<file path="config.mk">
export PLATFORM = sky130hd
export DESIGN_NAME = sad_best_match
export DESIGN_NICKNAME = d
export VERILOG_FILES = /design/src/rtl/sad_best_match.sv
export SDC_FILE = /design/constraint.sdc
export NUM_CORES = 1
export LEC_CHECK = 0
export CAP_MARGIN = 20
export CORE_ASPECT_RATIO = 1.1
export CORE_UTILIZATION = 65
export DETAILED_ROUTE_END_ITERATION = 6
export DONT_BUFFER_PORTS = 1
export PLACE_DENSITY_LB_ADDON = 0.05
export SYNTH_ARGS = -nofsm -noshare
export SYNTH_HDL_FRONTEND = slang
export SYNTH_SLANG_ARGS = --single-unit
</file>
<file path="constraint.sdc">
create_clock -name clk -period 4.3 [get_ports clk]
set_input_delay 0.86 -clock clk [delete_from_list [all_inputs] [get_ports clk]]
set_output_delay 0.86 -clock clk [all_outputs]
set_load 0.02 [all_outputs]
</file>
<file path="src/rtl/sad_best_match.sv">
// sad_best_match: tracks the minimum SAD over one full-search window of
// (2*RANGE+1)^2 candidates delivered in raster order. It reports the winning
// SAD and the winner's signed motion vector once per search.
module sad_best_match #(
    parameter int RANGE = 8,
    parameter int MV_W  = 6,
    parameter int SAD_W = 16
) (
    input  logic             clk,
    input  logic             rstn,
    input  logic             start,
    input  logic [SAD_W-1:0] sad,
    input  logic             sad_val,
    output logic             busy,
    output logic             done,
    output logic [SAD_W-1:0] best_sad,
    output logic [MV_W-1:0]  best_mv_x,
    output logic [MV_W-1:0]  best_mv_y,
    output logic             stray_err
);

    localparam int W     = 2 * RANGE + 1;
    localparam int NCAND = W * W;
    localparam int CNT_W = $clog2(NCAND);
    localparam int POS_W = $clog2(W);

    typedef enum logic [1:0] {
        S_IDLE   = 2'd0,
        S_SEARCH = 2'd1,
        S_DONE   = 2'd2
    } state_t;

    state_t             state_q, state_d;
    logic [POS_W-1:0]   col_q, col_d;
    logic [POS_W-1:0]   row_q, row_d;
    logic [CNT_W-1:0]   cand_cnt_q, cand_cnt_d;
    logic               first_q, first_d;
    logic [SAD_W-1:0]   work_sad_q, work_sad_d;
    logic [POS_W-1:0]   win_col_q, win_col_d;
    logic [POS_W-1:0]   win_row_q, win_row_d;
    logic [SAD_W-1:0]   best_sad_q, best_sad_d;
    logic [MV_W-1:0]    best_mv_x_q, best_mv_x_d;
    logic [MV_W-1:0]    best_mv_y_q, best_mv_y_d;
    logic               stray_err_q, stray_err_d;

    logic               take;
    logic               last_cand;

    // Next-state, candidate compare and result capture.
    always_comb begin
        state_d     = state_q;
        col_d       = col_q;
        row_d       = row_q;
        cand_cnt_d  = cand_cnt_q;
        first_d     = first_q;
        work_sad_d  = work_sad_q;
        win_col_d   = win_col_q;
        win_row_d   = win_row_q;
        best_sad_d  = best_sad_q;
        best_mv_x_d = best_mv_x_q;
        best_mv_y_d = best_mv_y_q;
        stray_err_d = stray_err_q;

        take      = first_q || (sad < work_sad_q);
        last_cand = (cand_cnt_q == CNT_W'(NCAND - 1));

        case (state_q)
            S_IDLE: begin
                if (sad_val) begin
                    stray_err_d = 1'b1;
                end
                // An accepted start clears the sticky error even if a stray
                // sad_val arrives in the same cycle.
                if (start) begin
                    state_d     = S_SEARCH;
                    col_d       = '0;
                    row_d       = '0;
                    cand_cnt_d  = '0;
                    first_d     = 1'b1;
                    stray_err_d = 1'b0;
                end
            end

            S_SEARCH: begin
                if (sad_val) begin
                    if (take) begin
                        work_sad_d = sad;
                        win_col_d  = col_q;
                        win_row_d  = row_q;
                    end
                    first_d    = 1'b0;
                    cand_cnt_d = cand_cnt_q + CNT_W'(1);
                    if (col_q == POS_W'(W - 1)) begin
                        col_d = '0;
                        row_d = row_q + POS_W'(1);
                    end else begin
                        col_d = col_q + POS_W'(1);
                    end
                    // The result registers load on the same edge as the final
                    // compare so that best_* are already valid while done is
                    // high in the single DONE cycle.
                    if (last_cand) begin
                        state_d     = S_DONE;
                        best_sad_d  = work_sad_d;
                        best_mv_x_d = MV_W'(win_col_d) - MV_W'(RANGE);
                        best_mv_y_d = MV_W'(win_row_d) - MV_W'(RANGE);
                    end
                end
            end

            S_DONE: begin
                if (sad_val) begin
                    stray_err_d = 1'b1;
                end
                state_d = S_IDLE;
            end

            default: begin
                state_d = S_IDLE;
            end
        endcase
    end

    // State and datapath registers with asynchronous active-low reset.
    always_ff @(posedge clk or negedge rstn) begin
        if (!rstn) begin
            state_q     <= S_IDLE;
            col_q       <= '0;
            row_q       <= '0;
            cand_cnt_q  <= '0;
            first_q     <= 1'b0;
            work_sad_q  <= '0;
            win_col_q   <= '0;
            win_row_q   <= '0;
            best_sad_q  <= '0;
            best_mv_x_q <= '0;
            best_mv_y_q <= '0;
            stray_err_q <= 1'b0;
        end else begin
            state_q     <= state_d;
            col_q       <= col_d;
            row_q       <= row_d;
            cand_cnt_q  <= cand_cnt_d;
            first_q     <= first_d;
            work_sad_q  <= work_sad_d;
            win_col_q   <= win_col_d;
            win_row_q   <= win_row_d;
            best_sad_q  <= best_sad_d;
            best_mv_x_q <= best_mv_x_d;
            best_mv_y_q <= best_mv_y_d;
            stray_err_q <= stray_err_d;
        end
    end

    assign busy      = (state_q != S_IDLE);
    assign done      = (state_q == S_DONE);
    assign best_sad  = best_sad_q;
    assign best_mv_x = best_mv_x_q;
    assign best_mv_y = best_mv_y_q;
    assign stray_err = stray_err_q;

endmodule

</file>
==> flow_summary.rst, run 1 <==
.. list-table::
   :header-rows: 1

   * - Metric
     - Value
   * - Kind of start point of the critical path
     - input pin
   * - Horizontal extent of the die
     - 74.88 um
   * - Max-slew violation count
     - 0
   * - Post-route non-filler standard cell count
     - 428
   * - Wire length of the first global-routing pass
     - 11.13 mm
   * - Fraction of layout cells with a size suffix above 1
     - 13.88%
   * - Setup TNS
     - 0 ns
   * - Largest cells by area after synthesis
     - sky130_fd_sc_hd__dfrtp_1, sky130_fd_sc_hd__mux2_2, sky130_fd_sc_hd__ha_1
   * - Worst flop-to-flop path startpoint
     - work_sad_q[1]$_DFFE_PN0P_
   * - Multi-input logic area
     - 1705 um^2
   * - Total routed wirelength
     - 6.819 mm
   * - Number of diodes added for antenna fixing
     - 0
   * - Clock latency on the worst-skew pair
     - 0.34 ns
   * - CTS tree
     - done
   * - Cts hold-fix bufs
     - 0
   * - Clock tree skew after final layout
     - 0.006626 ns
   * - Post-CTS Resized
     - 0
   * - Via count of the first global-routing pass
     - 2,490
   * - Depth of the worst register-to-register path
     - 9
   * - Crit path launch
     - sad[1]
   * - Last weighted congestion value of the routability-driven placer
     - 0.7562
   * - Residual overflow from global routing
     - 0
   * - Residual antenna-violating net count after detailed routing
     - 0
   * - Static Leakage
     - 2.072 nW
   * - Area of all placed cells without fillers
     - 4063 um^2
   * - Root Buffer
     - sky130_fd_sc_hd__clkbuf_8
   * - IO Pins
     - 51
   * - Maximum frequency from static timing analysis
     - 321.9 MHz
   * - Worst Path Required
     - 4.54 ns
   * - Post-route minimum period
     - 3.106 ns
   * - Unrepaired setup endpoints after global routing
     - no
   * - Total clock sinks
     - 77
   * - Placed instance count
     - 412
   * - IO buf count
     - 0
   * - Worst path arrival time
     - 3.35 ns
   * - Floorplan die height
     - 82.17 um
   * - H-Tree Level Count
     - 3
   * - Routed wire length per instance
     - 15.93 um
   * - DR iter-0 viols
     - 81
   * - Largest net degree at the start of global routing
     - 78
   * - Peak supply drop
     - 280.4 uV
   * - Number of placement rows
     - 28
   * - CTS Buf Count
     - 9
   * - Area growth from synthesis to final layout
     - 6.985%
   * - Final-stage net count
     - 390
   * - Highest net fanout along the worst path
     - 26
   * - Utilization after layout
     - 73.86%
   * - Biggest area consumer among synthesized cells
     - sky130_fd_sc_hd__dfrtp_1
   * - Number of different library cells in the post-synthesis netlist
     - 35
   * - Cell Pwr Density
     - 589.9 nW/um^2
   * - Post-layout power
     - 2.397 mW
   * - Register area
     - 1927 um^2
   * - Final Hold Vio Count
     - 0
   * - Slew @ Worst Pin
     - 0.7408 ns
   * - Part of the cycle the worst path needs
     - 72.24%
   * - Synth Area per Inst
     - 10.94 um^2
   * - Number of buffers on the longest clock path
     - 2
   * - Share of Yosys cell area claimed by the top area cell type
     - 50.74%
   * - Placeable core region
     - 5500 um^2
   * - Post-CTS setup repair buffer count
     - 0
   * - Class of the most critical setup path
     - input pin to register
   * - Number of warning messages in the yosys log
     - 0
   * - Hold crit path type
     - input pin to asynchronous set/reset pin
   * - Kind of end point of the critical path
     - register
   * - All-layer global routing usage
     - 24.49%
   * - Cell count after synthesis
     - 347
   * - Number of max-cap violations
     - 0
   * - Area of the mapped netlist
     - 3797 um^2
   * - DRC viols
     - 0
   * - Number of synthesized register bits
     - 77
   * - Via count
     - 2,484
   * - Detailed-routing iteration count for the pre-antenna-repair pass
     - 4
   * - Setup Viol. Count Final
     - 0
   * - Clock-pin transition on the worst setup and hold timing paths
     - 0.07 ns
   * - Placed Area
     - 3839 um^2
   * - Starting density of the core
     - 69.04%
   * - Worst rel slew slack
     - 50.56%
   * - Vias per cell
     - 5.804
   * - Proportion of synthesized chip area in sequential cells
     - 50.74%
   * - Number of antenna violations at the first check in global routing
     - 0
   * - Total die area
     - 6152 um^2
   * - Outcome
     - finished, final reports clean
   * - HPWL after detailed placement
     - 4.648 mm
   * - Number of nets produced by synthesis
     - 389
   * - FILL cells
     - 419
-- final cells by class --
class | count | area share [%]
multi-input combinational | 234 | 41.98
sequential | 77 | 47.43
clock inverter | 6 | 2.125
tap | 75 | 2.310
timing repair buffer | 4 | 0.7391
inverter | 22 | 2.033
clock buffer | 10 | 3.388
-- metal layers --
layer,GRT usage (%),share of wire (%)
met5,0,0
met2,41.62,49
met1,29.75,45
met3,6.432,4.3
met4,9.434,1.6
-- critical path, cell delays in order --
cell                       delay, ns
sky130_fd_sc_hd__ha_1           0.26
sky130_fd_sc_hd__a2111o_1       0.39
sky130_fd_sc_hd__a32o_1         0.29
sky130_fd_sc_hd__o41ai_4        0.30
sky130_fd_sc_hd__buf_4          0.46
sky130_fd_sc_hd__mux2i_1        0.30
sky130_fd_sc_hd__ha_1           0.27
sky130_fd_sc_hd__o21ai_0        0.21
-- cells in the final DEF, fill, tap and decap left out, types with 3 or more instances in the layout --
cell                       instances
sky130_fd_sc_hd__nand2_1          24
sky130_fd_sc_hd__nand2b_1          4
sky130_fd_sc_hd__or3_1             3
sky130_fd_sc_hd__nor2_1           33
sky130_fd_sc_hd__mux2i_1          27
sky130_fd_sc_hd__a21o_1            4
sky130_fd_sc_hd__buf_4             4
sky130_fd_sc_hd__and3_1            3
sky130_fd_sc_hd__mux2_2           27
sky130_fd_sc_hd__nand4_1           9
sky130_fd_sc_hd__dfrtp_1          77
sky130_fd_sc_hd__o21ai_0          13
sky130_fd_sc_hd__inv_1            22
sky130_fd_sc_hd__nand3_1          10
sky130_fd_sc_hd__clkbuf_8         10
sky130_fd_sc_hd__a21oi_1          31
sky130_fd_sc_hd__xor2_1            8
sky130_fd_sc_hd__ha_1             22
-- flip-flops by register name (all words and copies together) (netlist names), named ones only --
register	count
best_sad	16
work_sad_q	16
cand_cnt_q	9
best_mv_x	6
best_mv_y	6
col_q	5
row_q	5
win_col_q	4
win_row_q	4
state_q	2
first_q	1
stray_err	1
-- cells in the mapped netlist --
cell / n
sky130_fd_sc_hd__a32o_1: 1
sky130_fd_sc_hd__mux2i_1: 27
sky130_fd_sc_hd__or3_1: 3
sky130_fd_sc_hd__clkbuf_1: 6
sky130_fd_sc_hd__nand2_1: 24
sky130_fd_sc_hd__and2b_1: 1
sky130_fd_sc_hd__a21oi_1: 31
sky130_fd_sc_hd__buf_4: 3
sky130_fd_sc_hd__a41o_1: 1
sky130_fd_sc_hd__nand4_1: 9
sky130_fd_sc_hd__nand2b_1: 4
sky130_fd_sc_hd__nand3_1: 10
sky130_fd_sc_hd__nand4bb_1: 1
sky130_fd_sc_hd__nor3_1: 2
sky130_fd_sc_hd__nor2_1: 33
sky130_fd_sc_hd__inv_1: 22
sky130_fd_sc_hd__dfrtp_1: 77
sky130_fd_sc_hd__a21o_1: 4
sky130_fd_sc_hd__and4b_1: 1
sky130_fd_sc_hd__and3_1: 3
sky130_fd_sc_hd__ha_1: 22
sky130_fd_sc_hd__buf_6: 1
sky130_fd_sc_hd__nor2b_1: 2
sky130_fd_sc_hd__nor3b_1: 1
sky130_fd_sc_hd__o21ai_0: 13
sky130_fd_sc_hd__a2111o_1: 1
sky130_fd_sc_hd__buf_1: 2
sky130_fd_sc_hd__mux2_1: 1
sky130_fd_sc_hd__mux2_2: 27
sky130_fd_sc_hd__or2_2: 1
sky130_fd_sc_hd__buf_8: 2
sky130_fd_sc_hd__o31ai_1: 1
sky130_fd_sc_hd__o41ai_2: 1
sky130_fd_sc_hd__nor4bb_1: 1
sky130_fd_sc_hd__xor2_1: 8
-- power breakdown --
part           internal, mW  total [mW]  switching [mW]
clock                 0.341       0.601           0.260
sequential            0.893        1.05           0.159
combinational         0.384       0.743           0.359
-- worst paths after layout --
path | to | slack [ns]
min reg2reg | first_q$_DFFE_PN0P_ | 0.49
min | best_sad[1]$_DFFE_PN0P_ | 0.21
max reg2reg | best_mv_x[4]$_DFFE_PN0P_ | 1.29
max | best_mv_x[4]$_DFFE_PN0P_ | 1.19
min in group clk | first_q$_DFFE_PN0P_ | 0.49
max in group asynchronous | col_q[1]$_DFFE_PN0P_ | 3.99
-- logic make-up after synthesis --
logic type / after synthesis / synth area share (%)
adders and majority gates: 22 / 7.249
buffers and inverters: 36 / 4.646
DFF: 77 / 50.74
and+or+nand+nor: 96 / 12.06
xor gates and xnor gates: 8 / 1.845
muxes: 55 / 15.42
AOI/OAI and AO/OA: 53 / 8.040
-- stage by stage --
step / setup WS [ns] / hold WS, ns
2_1_floorplan: 1.257 / 0.4498
3_3_place_gp: 1.007 / 0.4616
3_5_place_dp: 0.8411 / 0.4771
4_1_cts: 1.204 / 0.1861
5_1_grt: 1.112 / 0.1783
6_report: 1.194 / 0.2090
No activity file was read; power rests on OpenSTA's default activity.
==> inputs of run 2 (changes only) <==
ABC_AREA = 1   (was default)
CORE_UTILIZATION = 64   (was 65)
clock period = 3 ns   (was 4.3 ns; I/O delays follow)
==> run 2 against run 1 <==
Effect of this change: non-clock buffer count grew 2; setup slack lost 0.40 ns; register-to-register slack lost 0.49 ns; combinational power grew 130%; total power grew 75%; worst hold slack lost 0.077 ns; routed wire length grew 28%; first-iteration DRC count grew 150%; critical endpoint is now best_sad[6]$_DFFE_PN0P_; largest power group is now combinational cells; highest routed layer unchanged.
==> flow_summary.rst, run 2 <==
.. list-table::
   :header-rows: 1

   * - Metric
     - Value
   * - DR iter-0 viols
     - 200
   * - Number of diodes added for antenna fixing
     - 0
   * - Outcome
     - finished, final reports clean
   * - EDFF count, synth
     - 0
   * - Count leader, synth
     - sky130_fd_sc_hd__nand2_1
   * - Biggest area consumer among synthesized cells
     - sky130_fd_sc_hd__dfrtp_1
   * - Number of synthesized register bits
     - 77
   * - Root Buffer
     - sky130_fd_sc_hd__clkbuf_8
   * - Placed instance count
     - 573
   * - IO buf count
     - 0
   * - Worst rel slew slack
     - 60.73%
   * - Crit-path cells
     - inv_1, ha_1, a21oi_1, nor2_1, nor3_1, nand2_1, nand2_1, nand2_2, nand2_4, buf_4, nand2_1, nand3_1, nand2_1
   * - All-layer global routing usage
     - 27.49%
   * - Residual antenna-violating net count after detailed routing
     - 0
   * - Detailed-routing iteration count for the pre-antenna-repair pass
     - 4
   * - Proportion of synthesized chip area in sequential cells
     - 46.09%
   * - Clk pwr share
     - 21.6%
   * - Sequential group share of total power
     - 38.1%
   * - Max-slew violation count
     - 0
   * - Share of Yosys cell area claimed by the top area cell type
     - 46.09%
   * - Number of warning messages in the yosys log
     - 0
   * - Total clock sinks
     - 77
   * - Utilization after layout
     - 71.22%
   * - Kind of start point of the critical path
     - register
   * - Routed wire length per instance
     - 14.80 um
   * - Hold crit path type
     - input pin to asynchronous set/reset pin
   * - Cell count after synthesis
     - 505
   * - Part of the cycle the worst path needs
     - 73.44%
   * - Wire length of the first global-routing pass
     - 14.37 mm
   * - Setup TNS
     - 0 ns
   * - Maximum frequency from static timing analysis
     - 453.9 MHz
   * - Peak supply drop
     - 526.4 uV
   * - Number of nets produced by synthesis
     - 547
   * - Worst path arrival time
     - 2.42 ns
   * - Unrepaired setup endpoints after global routing
     - no
   * - Class of the most critical setup path
     - register to register
   * - Most frequent cells in the layout
     - sky130_fd_sc_hd__nand2_1, sky130_fd_sc_hd__inv_1, sky130_fd_sc_hd__dfrtp_1
   * - Area of the mapped netlist
     - 4180 um^2
   * - Post-CTS setup repair buffer count
     - 0
   * - Share of total power consumed by net switching
     - 41.74%
   * - DRC viols
     - 0
   * - Kind of end point of the critical path
     - register
   * - Final-stage net count
     - 547
   * - Total routed wirelength
     - 8.734 mm
   * - Synth Area per Inst
     - 8.278 um^2
   * - Cell with the largest stage delay on the worst path
     - sky130_fd_sc_hd__dfrtp_1
   * - Worst Path Required
     - 3.21 ns
   * - Total die area
     - 6859 um^2
   * - Most instantiated flip-flop cell in the synthesis netlist
     - sky130_fd_sc_hd__dfrtp_1
   * - Post-route minimum period
     - 2.203 ns
   * - Number of max-cap violations
     - 0
   * - Final Hold Vio Count
     - 0
   * - IO Pins
     - 51
   * - Horizontal extent of the die
     - 79.06 um
   * - Last weighted congestion value of the routability-driven placer
     - 0.7859
   * - Floorplan die height
     - 86.77 um
   * - Maximum single-stage delay on the critical path
     - 0.36 ns
   * - Switching power
     - 1.747 mW
   * - Static Leakage
     - 2.407 nW
   * - Via count
     - 3,190
   * - Clock tree skew after final layout
     - 0.01768 ns
   * - Number of antenna violations at the first check in global routing
     - 0
   * - Cell Pwr Density
     - 943.0 nW/um^2
   * - Number of different library cells in the post-synthesis netlist
     - 35
   * - Residual overflow from global routing
     - 0
   * - Starting density of the core
     - 67.09%
   * - Most repeated library cell on the critical path
     - sky130_fd_sc_hd__nand2_1
   * - Power Internal
     - 2.438 mW
   * - Largest cells by area after synthesis
     - sky130_fd_sc_hd__dfrtp_1, sky130_fd_sc_hd__nand2_1, sky130_fd_sc_hd__nand3_1
   * - Logic gate share of total power
     - 40.3%
   * - Largest net degree at the start of global routing
     - 78
   * - Most common cell after layout, fill and taps aside
     - sky130_fd_sc_hd__nand2_1
   * - Area growth from synthesis to final layout
     - 6.166%
   * - Number of buffers on the longest clock path
     - 2
   * - Setup Viol. Count Final
     - 0
   * - Clock-pin transition on the worst setup and hold timing paths
     - 0.09 ns
   * - HPWL after detailed placement
     - 5.667 mm
   * - Highest net fanout along the worst path
     - 26
   * - CTS Buf Count
     - 9
   * - Post-route non-filler standard cell count
     - 590
   * - Number of placement rows
     - 30
   * - Top cells by count, synth
     - sky130_fd_sc_hd__nand2_1, sky130_fd_sc_hd__dfrtp_1, sky130_fd_sc_hd__inv_1
   * - Post-CTS Resized
     - 0
   * - Slew @ Worst Pin
     - 0.5882 ns
   * - Vias per cell
     - 5.407
   * - CTS tree
     - done
   * - Via count of the first global-routing pass
     - 3,107
   * - Clock latency on the worst-skew pair
     - 0.36 ns
   * - H-Tree Level Count
     - 3
   * - Share of synthesized flip-flops with an asynchronous set or reset
     - 100.0%
   * - Worst hold margin
     - 0.1325 ns
   * - Placeable core region
     - 6231 um^2
   * - Fraction of layout cells with a size suffix above 1
     - 11.57%
-- run 2: cell types whose count changed in the layout (fill, tap and decap cells not counted), sizes merged, moves of 7 or more --
cell	previous run	this run
mux2i	27	0
nor2	33	20
nand4	9	1
mux2	28	0
nand2	24	147
a21oi	31	17
inv	22	81
xor2	8	1
nor3	2	9
nand3	10	66
o21ai	13	39
-- run 2: worst max-delay path: cells and delay by family (launching register included) --
kind	cells	cell delay, ns
and+or+nand+nor	9	0.89
AOI/OAI and AO/OA	1	0.15
buffers and inverters	2	0.37
adders and majority gates	1	0.29
DFF	1	0.36
-- run 2: logic make-up after synthesis --
logic type / after synthesis / synth area share, %
xor gates and xnor gates: 1 / 0.2096
AOI/OAI and AO/OA: 56 / 7.872
and+or+nand+nor: 248 / 28.14
DFF: 77 / 46.09
adders and majority gates: 22 / 6.585
buffers and inverters: 101 / 11.10
-- run 2: power by group through the flow --
stage          Clock, mW  Combinational (mW)  Sequential, mW
5_1_grt            0.952                1.94            1.63
6_report           0.904                1.69            1.59
2_1_floorplan          0                1.39            1.55
3_3_place_gp           0                1.59            1.60
3_5_place_dp           0                1.66            1.61
4_1_cts            0.901                1.70            1.59
-- run 2: final timing paths --
kind | start | to | slack [ns] | cells after the start
min reg2reg | work_sad_q[1]$_DFFE_PN0P_ | work_sad_q[1]$_DFFE_PN0P_ | 0.49 | 2
max | work_sad_q[5]$_DFFE_PN0P_ | best_sad[6]$_DFFE_PN0P_ | 0.80 | 13
max in group asynchronous | rstn | row_q[2]$_DFFE_PN0P_ | 2.56 | 1
min in group clk | sad[0] | work_sad_q[0]$_DFFE_PN0P_ | 0.39 | 2
max reg2reg | work_sad_q[5]$_DFFE_PN0P_ | best_sad[6]$_DFFE_PN0P_ | 0.80 | 13
min | rstn | best_sad[7]$_DFFE_PN0P_ | 0.13 | 1
-- run 2: through the flow --
step,cell area (um^2),power (mW),worst slack [ns]
3_5_place_dp,4185,3.269,0.6162
2_1_floorplan,4180,2.948,0.7786
6_report,4438,4.185,0.7967
4_1_cts,4438,4.190,0.8035
5_1_grt,4438,4.518,0.6194
3_3_place_gp,4185,3.186,0.6885
-- run 2: what timing repair did --
action,CTS,global route
hold endpoints to repair,77,0
endpoints found under the setup margin,0,0
hold buffers,1,0
-- run 2: routing by layer --
layer	vias up	GRT usage [%]	wire, um
met5	-	0	0
met4	0	11.57	176
met3	14	5.579	411
met2	73	45.92	4280
met1	1516	34.71	3866
li1	1587	-	-
-- run 2: cell type report --
cell class | count | area (um^2)
flip-flops and latches | 77 | 1927
inverters | 84 | 319.1
clock buffers | 12 | 155.1
clock inverters | 4 | 70.07
well taps | 80 | 100.1
multi-input cells | 327 | 1789
repair buffers | 6 | 77.57
fillers | 503 | 1793
==> inputs of run 3 (changes only) <==
clock period = 2.2 ns   (was 3 ns; I/O delays follow)
==> run 3 against run 2 <==
Effect of this change: the run now ends with hold timing left; clock power rose by 8.7%; fmax rose by 7.0%; clock-buffer cell count fell by 2; global-route usage fell by 1.4 points; sequential share of layout area fell by 0.72 points; routed wire length fell by 5.0%; worst hold slack got worse by 0.36 ns; cell count rose by 1.0%; total power rose by 36%; utilization rose by 1.2 points; first-iteration DRC count fell by 30%; clock skew fell by 0.0078 ns; critical endpoint is now best_mv_y[4]$_DFFE_PN0P_; highest routed layer unchanged.
==> flow_summary.rst, run 3 (synthesis gave the netlist of run 2 again) <==
.. list-table::
   :header-rows: 1

   * - Metric
     - Value
   * - Placeable core region
     - 6231 um^2
   * - End of the worst register-to-register path
     - best_mv_y[4]$_DFFE_PN0P_
   * - Clock-pin transition on the worst setup and hold timing paths
     - 0.09 ns
   * - DR iter-0 viols
     - 140
   * - Depth of the worst register-to-register path
     - 11
   * - Class of the most critical setup path
     - register to register
   * - CTS tree
     - done
   * - IO Pins
     - 51
   * - Clock latency on the worst-skew pair
     - 0.35 ns
   * - Static Leakage
     - 2.404 nW
   * - Total die area
     - 6859 um^2
   * - Final-stage net count
     - 553
   * - Setup Viol. Count Final
     - 0
   * - Worst hold margin
     - -0.2243 ns
   * - FILL cells
     - 497
   * - All-layer global routing usage
     - 26.06%
   * - Number of antenna violations at the first check in global routing
     - 0
   * - Post-layout power
     - 5.675 mW
   * - Post-CTS setup repair buffer count
     - 0
   * - Worst Path Required
     - 2.47 ns
   * - Logic gate share of total power
     - 44.3%
   * - Cell Pwr Density
     - 1257 nW/um^2
   * - Power Internal
     - 3.231 mW
   * - Largest net degree at the start of global routing
     - 78
   * - Residual antenna-violating net count after detailed routing
     - 0
   * - Number of diodes added for antenna fixing
     - 0
   * - Sequential group share of total power
     - 38.3%
   * - Worst flop-to-flop path startpoint
     - work_sad_q[13]$_DFFE_PN0P_
   * - Via count
     - 3,197
   * - CTS Buf Count
     - 9
   * - Most common cell after layout, fill and taps aside
     - sky130_fd_sc_hd__nand2_1
   * - Number of max-cap violations
     - 0
   * - Routed wire length per instance
     - 13.93 um
   * - Outcome
     - finished with violations
   * - Vias per cell
     - 5.364
   * - IO buf count
     - 0
   * - Switching power
     - 2.444 mW
   * - Peak supply drop
     - 657.9 uV
   * - Total clock sinks
     - 77
   * - Detailed-routing iteration count for the pre-antenna-repair pass
     - 5
   * - Post-place setup slack
     - -0.003215 ns
   * - Slew @ Worst Pin
     - 0.5213 ns
   * - Maximum frequency from static timing analysis
     - 485.7 MHz
   * - Via count of the first global-routing pass
     - 3,059
   * - Number of placement rows
     - 30
   * - Number of buffers on the longest clock path
     - 2
   * - HPWL after detailed placement
     - 5.868 mm
   * - Setup TNS
     - 0 ns
   * - Clock tree skew after final layout
     - 0.009844 ns
   * - Area growth from synthesis to final layout
     - 7.962%
   * - Final WS setup
     - 0.1410 ns
   * - Total routed wirelength
     - 8.301 mm
   * - Root Buffer
     - sky130_fd_sc_hd__clkbuf_8
   * - DRC viols
     - 0
   * - Final Hold Vio Count
     - 77
   * - Utilization after layout
     - 72.43%
   * - Max-slew violation count
     - 0
   * - Post-route minimum period
     - 2.059 ns
   * - Kind of end point of the critical path
     - register
   * - Kind of start point of the critical path
     - register
   * - Worst rel slew slack
     - 65.20%
   * - Hold crit path type
     - input pin to asynchronous set/reset pin
   * - Clk pwr share
     - 17.3%
   * - Starting density of the core
     - 67.09%
   * - Highest net fanout along the worst path
     - 6
   * - Residual overflow from global routing
     - 0
   * - Fraction of layout cells with a size suffix above 1
     - 15.31%
   * - Worst path arrival time
     - 2.33 ns
   * - Wire length of the first global-routing pass
     - 13.74 mm
   * - Horizontal extent of the die
     - 79.06 um
   * - Last weighted congestion value of the routability-driven placer
     - 0.8244
   * - H-Tree Level Count
     - 3
   * - Violations in the final reports
     - hold timing
   * - Part of the cycle the worst path needs
     - 93.59%
   * - Most frequent cells in the layout
     - sky130_fd_sc_hd__nand2_1, sky130_fd_sc_hd__dfrtp_1, sky130_fd_sc_hd__inv_1
   * - Setup slack of the most critical reg-to-reg path
     - 0.14 ns
   * - Share of total power consumed by net switching
     - 43.06%
   * - Floorplan die height
     - 86.77 um
==> run 3: cell count changes in the layout (fill, tap and decap cells not counted), moves of 2 or more <==
cell / before / now
sky130_fd_sc_hd__a21oi_1: 16 / 13
sky130_fd_sc_hd__a21oi_2: 1 / 4
sky130_fd_sc_hd__buf_4: 4 / 9
sky130_fd_sc_hd__bufinv_16: 2 / 0
sky130_fd_sc_hd__clkinvlp_4: 0 / 3
sky130_fd_sc_hd__ha_1: 22 / 18
sky130_fd_sc_hd__ha_4: 0 / 4
sky130_fd_sc_hd__inv_1: 77 / 75
sky130_fd_sc_hd__inv_2: 3 / 5
sky130_fd_sc_hd__inv_6: 0 / 2
sky130_fd_sc_hd__nand2_1: 140 / 138
sky130_fd_sc_hd__nand2_2: 3 / 5
sky130_fd_sc_hd__o21ai_0: 15 / 13
sky130_fd_sc_hd__o21ai_1: 12 / 14
==> run 3: layout make-up <==
| type | count | area (um^2) | area share, % |
|---|---|---|---|
| Clock buffer | 10 | 137.6 | 3.050 |
| Clock inverter | 6 | 45.04 | 0.9981 |
| Inverter | 84 | 319.1 | 7.070 |
| Multi-Input combinational cell | 328 | 1877 | 41.59 |
| Sequential cell | 77 | 1927 | 42.69 |
| Tap cell | 80 | 100.1 | 2.218 |
| Timing Repair Buffer | 11 | 107.6 | 2.384 |
==> run 3: power by group through the flow <==
stage | sequential, mW | combinational (mW) | clock, mW
6_report | 2.18 | 2.52 | 0.983
3_5_place_dp | 2.20 | 2.35 | 0
3_3_place_gp | 2.18 | 2.26 | 0
4_1_cts | 2.17 | 2.36 | 1.01
2_1_floorplan | 2.12 | 1.90 | 0
5_1_grt | 2.23 | 2.88 | 1.06
==> run 3: per-stage QoR <==
step | cell area, um^2 | hold slack [ns] | instances
2_1_floorplan | 4180 | 0.1444 | 505
3_3_place_gp | 4243 | 0.1458 | 579
3_5_place_dp | 4243 | 0.1458 | 579
4_1_cts | 4425 | -0.2419 | 595
5_1_grt | 4513 | -0.2421 | 596
6_report | 4513 | -0.2243 | 596
==> run 3: per-layer routing <==
layer  part of all wire (%)  GRT usage (%)  vias up
met5                      0              0        -
met4                    2.1          13.55        0
met3                    4.1          5.158       14
met2                     50          44.44       65
met1                     44          31.13     1513
li1                       -              -     1605
==> run 3: repair_timing <==
action,CTS,global route
gates resized for setup,0,16
hold endpoints to repair,77,77
setup endpoints to repair,0,39
==> run 3: worst max-delay path: stages, from the launching register on <==
cell	delay [ns]
sky130_fd_sc_hd__dfrtp_1	0.36
sky130_fd_sc_hd__inv_1	0.06
sky130_fd_sc_hd__ha_1	0.31
sky130_fd_sc_hd__a21oi_1	0.14
sky130_fd_sc_hd__o21ai_0	0.11
sky130_fd_sc_hd__a21oi_2	0.18
sky130_fd_sc_hd__nand2_4	0.10
sky130_fd_sc_hd__nand2_4	0.10
sky130_fd_sc_hd__nand2_1	0.07
sky130_fd_sc_hd__and2_1	0.14
sky130_fd_sc_hd__ha_1	0.28
sky130_fd_sc_hd__o21ai_2	0.13
==> run 3: worst max-delay path by stage <==
stage	slack, ns	start	end	cells after the start
2_1_floorplan	0.14	sad[5]	best_mv_x[4]$_DFFE_PN0P_	13
3_3_place_gp	0.08	sad[5]	best_mv_y[4]$_DFFE_PN0P_	12
3_5_place_dp	-0.003	sad[15]	best_mv_y[4]$_DFFE_PN0P_	12
4_1_cts	0.02	work_sad_q[15]$_DFFE_PN0P_	best_mv_y[4]$_DFFE_PN0P_	13
5_1_grt	-0.01	work_sad_q[5]$_DFFE_PN0P_	best_mv_y[4]$_DFFE_PN0P_	13
6_report	0.14	work_sad_q[13]$_DFFE_PN0P_	best_mv_y[4]$_DFFE_PN0P_	11
